## src/rtl/operand_hazard_ctrl_if.sv

```systemverilog
// rtl/operand_hazard_ctrl_if.sv - ID-stage hazard bus between the decode stage and the hazard controller
interface operand_hazard_ctrl_if #(
  parameter int STALL_CNT_W = 16
);
  logic [31:0]            i_instr_id;
  logic                   i_valid_id;
  logic                   i_flush;
  logic                   o_stall;
  logic [1:0]             o_fwd_a;
  logic [1:0]             o_fwd_b;
  logic [STALL_CNT_W-1:0] o_stall_cnt;

  modport master (
    output i_instr_id, i_valid_id, i_flush,
    input  o_stall, o_fwd_a, o_fwd_b, o_stall_cnt
  );

  modport slave (
    input  i_instr_id, i_valid_id, i_flush,
    output o_stall, o_fwd_a, o_fwd_b, o_stall_cnt
  );
endinterface

```

## src/rtl/operand_hazard_ctrl.sv

```systemverilog
// rtl/operand_hazard_ctrl.sv - load-use/branch stall and registered EX forwarding selects
// Optional stall statistics counter enabled by HAZARD_STATS_EN.
module operand_hazard_ctrl #(
  parameter int STALL_CNT_W = 16
) (
  input  logic                  i_clk,
  input  logic                  i_rst_n,
  operand_hazard_ctrl_if.slave  bus
);
  localparam logic [5:0] OP_RTYPE = 6'h00, OP_BEQ  = 6'h04, OP_BNE  = 6'h05;
  localparam logic [5:0] OP_ADDI  = 6'h08, OP_ADDIU = 6'h09, OP_ANDI = 6'h0C;
  localparam logic [5:0] OP_ORI   = 6'h0D, OP_XORI = 6'h0E, OP_LUI  = 6'h0F;
  localparam logic [5:0] OP_LW    = 6'h23, OP_SW   = 6'h2B;
  localparam logic [5:0] F_SLL  = 6'h00, F_SRL  = 6'h02, F_SRA  = 6'h03, F_SLLV = 6'h04;
  localparam logic [5:0] F_SRLV = 6'h06, F_SRAV = 6'h07, F_JR   = 6'h08, F_ADD  = 6'h20;
  localparam logic [5:0] F_ADDU = 6'h21, F_SUB  = 6'h22, F_SUBU = 6'h23, F_AND  = 6'h24;
  localparam logic [5:0] F_OR   = 6'h25, F_XOR  = 6'h26, F_NOR  = 6'h27, F_SLT  = 6'h2A;
  localparam logic [5:0] F_SLTU = 6'h2B;

  logic [5:0] opcode, func;
  logic [4:0] rs, rt, rd, dest;
  logic       rtype, r_alu, rs_read, rt_read, is_branch;
  logic       a_ex, b_ex, a_mem, b_mem, load_use, br_haz, stall, advance;
  logic       unused_shamt;

  logic       ex_valid_q, ex_valid_d, ex_load_q, ex_load_d;
  logic [4:0] ex_dest_q, ex_dest_d, mem_dest_q, mem_dest_d;
  logic       mem_valid_q, mem_valid_d;
  logic [1:0] fwd_a_q, fwd_a_d, fwd_b_q, fwd_b_d;

  assign opcode       = bus.i_instr_id[31:26];
  assign rs           = bus.i_instr_id[25:21];
  assign rt           = bus.i_instr_id[20:16];
  assign rd           = bus.i_instr_id[15:11];
  assign func         = bus.i_instr_id[5:0];
  assign unused_shamt = ^bus.i_instr_id[10:6];

  always_comb begin
    rtype     = (opcode == OP_RTYPE);
    r_alu     = rtype && (func inside {F_AND, F_OR, F_NOR, F_XOR, F_ADD, F_SUB, F_ADDU,
                                       F_SUBU, F_SLT, F_SLTU, F_SLLV, F_SRLV, F_SRAV});
    rs_read   = r_alu || (rtype && func == F_JR) ||
                (opcode inside {OP_ADDI, OP_ADDIU, OP_ANDI, OP_ORI, OP_XORI,
                                OP_LW, OP_SW, OP_BEQ, OP_BNE});
    rt_read   = r_alu || (rtype && (func inside {F_SLL, F_SRL, F_SRA})) ||
                (opcode inside {OP_SW, OP_BEQ, OP_BNE});
    is_branch = (opcode == OP_BEQ) || (opcode == OP_BNE) || (rtype && func == F_JR);
    dest      = 5'd0;
    if (opcode inside {OP_ANDI, OP_ORI, OP_XORI, OP_LUI, OP_ADDI, OP_ADDIU, OP_LW})
      dest = rt;
    else if (r_alu || (rtype && (func inside {F_SRL, F_SRA})))
      dest = rd;
  end

  // Register 0 reads never match: the producer side never records dest 0 as valid.
  always_comb begin
    a_ex     = rs_read && ex_valid_q  && (ex_dest_q  == rs);
    b_ex     = rt_read && ex_valid_q  && (ex_dest_q  == rt);
    a_mem    = rs_read && mem_valid_q && (mem_dest_q == rs);
    b_mem    = rt_read && mem_valid_q && (mem_dest_q == rt);
    load_use = ex_load_q && (a_ex || b_ex);
    br_haz   = is_branch && (a_ex || b_ex || a_mem || b_mem);
    stall    = bus.i_valid_id && !bus.i_flush && (load_use || br_haz);
    advance  = bus.i_valid_id && !bus.i_flush && !stall;
  end

  always_comb begin
    ex_valid_d  = advance && (dest != 5'd0);
    ex_dest_d   = dest;
    ex_load_d   = (opcode == OP_LW);
    mem_valid_d = ex_valid_q;
    mem_dest_d  = ex_dest_q;
    fwd_a_d     = 2'b00;
    fwd_b_d     = 2'b00;
    // Branches resolve in ID, so their operands never take EX bypass selects.
    if (advance && !is_branch) begin
      if (a_ex)       fwd_a_d = 2'b01;
      else if (a_mem) fwd_a_d = 2'b10;
      if (b_ex)       fwd_b_d = 2'b01;
      else if (b_mem) fwd_b_d = 2'b10;
    end
  end

  always_ff @(posedge i_clk) begin
    if (!i_rst_n) begin
      ex_valid_q  <= 1'b0;
      ex_dest_q   <= 5'd0;
      ex_load_q   <= 1'b0;
      mem_valid_q <= 1'b0;
      mem_dest_q  <= 5'd0;
      fwd_a_q     <= 2'b00;
      fwd_b_q     <= 2'b00;
    end else begin
      ex_valid_q  <= ex_valid_d;
      ex_dest_q   <= ex_dest_d;
      ex_load_q   <= ex_load_d;
      mem_valid_q <= mem_valid_d;
      mem_dest_q  <= mem_dest_d;
      fwd_a_q     <= fwd_a_d;
      fwd_b_q     <= fwd_b_d;
    end
  end

  assign bus.o_stall = stall;
  assign bus.o_fwd_a = fwd_a_q;
  assign bus.o_fwd_b = fwd_b_q;

`ifdef HAZARD_STATS_EN
  logic [STALL_CNT_W-1:0] stall_cnt_q, stall_cnt_d;

  always_comb begin
    stall_cnt_d = stall_cnt_q;
    if (stall && (stall_cnt_q != {STALL_CNT_W{1'b1}}))
      stall_cnt_d = stall_cnt_q + STALL_CNT_W'(1);
  end

  always_ff @(posedge i_clk) begin
    if (!i_rst_n) stall_cnt_q <= '0;
    else          stall_cnt_q <= stall_cnt_d;
  end

  assign bus.o_stall_cnt = stall_cnt_q;
`else
  assign bus.o_stall_cnt = {STALL_CNT_W{1'b0}};
`endif
endmodule

```

## src/flat_wrapper.sv

```systemverilog
// flat-port wrapper written by rule: the top's interface ports become plain ports
module operand_hazard_ctrl_flat 
#(
  parameter int STALL_CNT_W = 16
)
  (i_clk, i_rst_n, bus_i_instr_id, bus_i_valid_id, bus_i_flush, bus_o_stall, bus_o_fwd_a, bus_o_fwd_b, bus_o_stall_cnt);
  operand_hazard_ctrl_if #(.STALL_CNT_W(STALL_CNT_W)) bus_i ();
  input  logic i_clk;
  input  logic i_rst_n;
  input wire logic [$bits(bus_i.i_instr_id)-1:0] bus_i_instr_id;
  input wire logic [$bits(bus_i.i_valid_id)-1:0] bus_i_valid_id;
  input wire logic [$bits(bus_i.i_flush)-1:0] bus_i_flush;
  output wire logic [$bits(bus_i.o_stall)-1:0] bus_o_stall;
  output wire logic [$bits(bus_i.o_fwd_a)-1:0] bus_o_fwd_a;
  output wire logic [$bits(bus_i.o_fwd_b)-1:0] bus_o_fwd_b;
  output wire logic [$bits(bus_i.o_stall_cnt)-1:0] bus_o_stall_cnt;
  assign bus_i.i_instr_id = bus_i_instr_id;
  assign bus_i.i_valid_id = bus_i_valid_id;
  assign bus_i.i_flush = bus_i_flush;
  assign bus_o_stall = bus_i.o_stall;
  assign bus_o_fwd_a = bus_i.o_fwd_a;
  assign bus_o_fwd_b = bus_i.o_fwd_b;
  assign bus_o_stall_cnt = bus_i.o_stall_cnt;
  operand_hazard_ctrl #(.STALL_CNT_W(STALL_CNT_W)) u_core (.i_clk(i_clk), .i_rst_n(i_rst_n), .bus(bus_i));
endmodule
```

## config.mk

```make
export PLATFORM = sky130hd
export DESIGN_NAME = operand_hazard_ctrl_flat
export DESIGN_NICKNAME = d
export VERILOG_FILES = /design/src/rtl/operand_hazard_ctrl_if.sv /design/src/rtl/operand_hazard_ctrl.sv /design/src/flat_wrapper.sv
export SDC_FILE = /design/constraint.sdc
export NUM_CORES = 1
export LEC_CHECK = 0
export ABC_AREA = 1
export CAP_MARGIN = 40
export CORE_MARGIN = 2
export CORE_UTILIZATION = 30
export DETAILED_ROUTE_END_ITERATION = 7
export PLACE_DENSITY = 0.7
export SLEW_MARGIN = 20
export SYNTH_ARGS = -nofsm -noshare
export SYNTH_HDL_FRONTEND = slang
export SYNTH_SLANG_ARGS = --single-unit
```

## constraint.sdc

```tcl
create_clock -name i_clk -period 1.6 [get_ports i_clk]
set_input_delay 0.16 -clock i_clk [delete_from_list [all_inputs] [get_ports i_clk]]
set_output_delay 0.16 -clock i_clk [all_outputs]
set_load 0.02 [all_outputs]
```

==> summary.md <==
| Metric | Value |
|---|---|
| Result of the run | `finished, violations left` |
| Violations in the final reports | `setup timing` |
| Reg2Reg Setup Slack | `0.14 ns` |
| Starting density of the core | `between 30% and 40%` |
| Vertical die dimension | `around 70 µm` |
| Mapped Cells | `209` |
| Post-layout instance count excluding filler cells | `318` |
| Net load switching power | `around 280 µW` |
| Biggest area contributors in the synthesized netlist | `sky130_fd_sc_hd__dfxtp_1 (26%), sky130_fd_sc_hd__nand2_1 (15%), sky130_fd_sc_hd__buf_4 (9.2%)` |
| Count of endpoints failing hold in the final timing report | `0` |
| Setup CP Type | `reg -> out` |
| Cell area after synthesis | `0.00131 mm²` |
| Final wirelength | `2900 µm` |
| Clock network latency to the later pin of the worst-skew pair | `~0.25 ns` |
| Critical path data required time | `1.44 ns` |
| Final Critical Period | `1.77 ns` |
| Post-route DRC | `0` |
| Total die area | `0.00492 mm²` |
| Clock network fraction of design power | `about a third` |
| Part of the Yosys area used for sequential elements | `25.9%` |
| Startpoint of the worst setup timing path | `u_core.ex_dest_q[4]` |
| Number of pins exceeding their max-slew limit in the final report | `0` |
| Floorplan core area | `0.00429 mm²` |
| P_leak | `0.944 nW` |
| Startpoint kind of the worst setup timing path | `register` |
| Number of DRC markers in iteration 0 | `47` |
| Worst-case clock skew | `0.00218 ns` |
| H-tree depth reported by CTS | `1` |
| All-Layer GR Usage | `12.5%` |
| Max-capacitance violation count | `0` |
| Post-layout net count | `303` |
| Worst r2r dst | `u_core.ex_valid_q` |
| Cell area after placement | `0.00180 mm²` |
| Number of nets with antenna violations after detailed routing | `0` |
| Die X-Extent | `around 70 µm` |
| Wire length of the first global-routing pass | `4910 µm` |
| Hold Path Origin | `u_core.ex_dest_q[0]` |
| Worst-case vdd ir drop | `0.000226 V` |
| Post-detail-place hpwl | `~2500 µm` |
| Count of standard-cell rows | `24` |
| Maximum number of pins on one net before global-route repair | `10` |
| R2R Path Start | `u_core.ex_dest_q[4]` |
| Register clock-pin slew on the reported worst setup and hold paths | `0.06 ns` |
| TritonCTS clock tree | `yes` |
| Post-route cell area | `around 0.0019 mm²` |
| Final setup violation count | `1` |
| Synth async-reset ratio | `0%` |
| Detailed-route via count | `1352` |
| Worst hold slack across all endpoints | `about 0.44 ns` |
| Root cell of the clock tree | `sky130_fd_sc_hd__clkbuf_8` |
| Pwr Density | `521 mW/mm²` |
| Achievable clock frequency | `564 MHz` |
| Worst-case clock buffer depth | `2` |
| Sequential share of power | `a little over two fifths` |
| Final Wtd Congestion | `between 0.7 and 0.8` |
| Aggregate global routing overflow | `0` |
| Commonest cells after routing, fill and taps aside | `sky130_fd_sc_hd__nand2_1 (50), sky130_fd_sc_hd__inv_1 (28), sky130_fd_sc_hd__nor2_1 (25)` |
| EDFF count, synth | `0` |
| Switching share of total power | `27.9%` |
| Type of destination of the critical path | `output port` |
| Cell accounting for the most synthesized area | `sky130_fd_sc_hd__dfxtp_1` |
| Combinational share of power | `24.2%` |
| Unrepaired setup endpoints after global routing | `yes` |
| Share of the synthesized area in the top cell type | `about 26%` |
| Average routed wire per standard cell | `9.11 µm` |
| Critical Path AT | `1.61 ns` |
| Critical path capture point | `bus_o_stall` |
| Number of synthesized register bits | `17` |
| Number of warnings reported in the yosys synthesis log | `0` |
| Internal power of the cells | `710 µW` |
| Most frequent standard cell in the layout excluding fill and tap cells | `sky130_fd_sc_hd__nand2_1` |
| Count of cell types in the netlist | `29` |
| Average footprint of a synthesized cell | `6.28 µm²` |
| Number of hold buffers added after cts | `0` |
| Number of buffers created by CTS | `3` |
| Class of the tightest hold or removal check | `reg -> reg` |
| Port Buffer Count | `35` |
| I/O pin count | `57` |
| Top flip-flop cell by instance count after synthesis | `sky130_fd_sc_hd__dfxtp_1` |
| Final Worst Setup Slack | `-0.174 ns` |
| Initial antenna violation count | `0` |
| Cell total after placement | `313` |
| Final period util | `111%` |
| Count of cells along the worst register-to-register path | `14` |
| Area growth syn-to-layout | `44.0%` |
| # clock sinks | `17` |
| CP Max Fanout | `4` |
| Proportion of layout cells with a drive suffix above 1 | `23.3%` |
| Final antenna diode count | `0` |
| Via count normalized by instance count | `4.25` |
| Pre-Repair DR Iteration Count | `4` |
| Via count of the first global-routing pass | `1183` |
## metrics by stage
stage | TNS, ns | utilization [%] | total power [mW] | setup slack, ns
finish | -0.174 | 44.0 | 0.986 | -0.174
global route | -0.320 | 44.0 | 1.04 | -0.298
CTS | -0.176 | 43.0 | 0.990 | -0.176
detailed placement | -2.46 | 41.9 | 0.686 | -0.810
global placement | -2.02 | 41.9 | 0.684 | -0.773
floorplan | 0 | - | 0.586 | 0.230
## synth_stat cells, types with 3 or more instances
| cell | instances |
|---|---|
| sky130_fd_sc_hd__nand2_1 | 52 |
| sky130_fd_sc_hd__inv_1 | 31 |
| sky130_fd_sc_hd__nor2_1 | 28 |
| sky130_fd_sc_hd__dfxtp_1 | 17 |
| sky130_fd_sc_hd__buf_4 | 16 |
| sky130_fd_sc_hd__nand3_1 | 15 |
| sky130_fd_sc_hd__a21oi_1 | 5 |
| sky130_fd_sc_hd__nand2_2 | 5 |
| sky130_fd_sc_hd__nor2_2 | 5 |
| sky130_fd_sc_hd__nand3_2 | 4 |
| sky130_fd_sc_hd__a21boi_1 | 3 |
| sky130_fd_sc_hd__or2_0 | 3 |
| sky130_fd_sc_hd__xnor2_1 | 3 |
## layout make-up
cell class	count	area (µm²)
inverter	33	124
clock buffer	4	45.0
fill	458	2400
multi-input combinational	158	841
timing repair buffer	54	472
sequential	17	344
tap	52	65.1
## critical path: stages, from the launching register on
cell,delay [ns]
sky130_fd_sc_hd__dfxtp_1,0.34
sky130_fd_sc_hd__inv_2,0.06
sky130_fd_sc_hd__nand2_1,0.05
sky130_fd_sc_hd__o21ai_0,0.07
sky130_fd_sc_hd__nor2_1,0.10
sky130_fd_sc_hd__nand2_1,0.06
sky130_fd_sc_hd__nor2_2,0.15
sky130_fd_sc_hd__nand2_2,0.08
sky130_fd_sc_hd__nand2_1,0.08
sky130_fd_sc_hd__nand2_2,0.06
sky130_fd_sc_hd__nand2_2,0.06
sky130_fd_sc_hd__inv_2,0.04
sky130_fd_sc_hd__nor2_2,0.09
sky130_fd_sc_hd__buf_6,0.12
## flip-flops by register name, indices dropped and copies added, names as in the netlist
register / flops
u_core.bus.o_fwd_a: 2
u_core.bus.o_fwd_b: 2
u_core.ex_dest_q: 5
u_core.ex_load_q: 1
u_core.ex_valid_q: 1
u_core.mem_dest_q: 5
u_core.mem_valid_q: 1
## timing repair
| item | in CTS | in global routing |
|---|---|---|
| pin swaps | 4 | 4 |
| resized for setup | 33 | 11 |
| buffers inserted | 0 | 1 |
| setup endpoints to repair | 6 | 5 |
| gates cloned | 0 | 0 |
## worst min path at each step
stage	endpoint	slack, ns	cells after the start
after CTS	u_core.mem_dest_q[3]	0.43	2
after global placement	u_core.mem_dest_q[3]	0.41	2
after global routing	u_core.mem_dest_q[0]	0.46	2
after detailed placement	u_core.mem_dest_q[4]	0.43	2
after floorplan	u_core.mem_dest_q[0]	0.26	2
final	u_core.mem_dest_q[0]	0.44	2
## power groups by stage
stage / combinational (mW) / clock [mW] / sequential (mW)
global placement: 0.243 / 0 / 0.441
finish: 0.239 / 0.315 / 0.432
CTS: 0.234 / 0.324 / 0.432
detailed placement: 0.245 / 0 / 0.441
floorplan: 0.146 / 0 / 0.440
global route: 0.266 / 0.346 / 0.432
## per-layer routing
metal / GRT usage [%] / wire [µm] / up-vias
li1: - / - / 727
met1: 15.0 / 1260 / 586
met2: 21.0 / 1430 / 34
met3: 2.60 / 139 / 5
met4: 6.41 / 66 / 0
met5: 0 / 0 / -
## logic make-up (layout without fill, tap and decap cells)
group,count (synthesis),count (layout),share of synthesized area [%]
compound gates,17,17,8.10
xor+xnor,5,5,3.34
buf+inv,49,91,18.6
flops,17,17,25.9
other cells,1,16,0.286
simple gates,120,120,43.8
(Power assumes the default switching activity.)
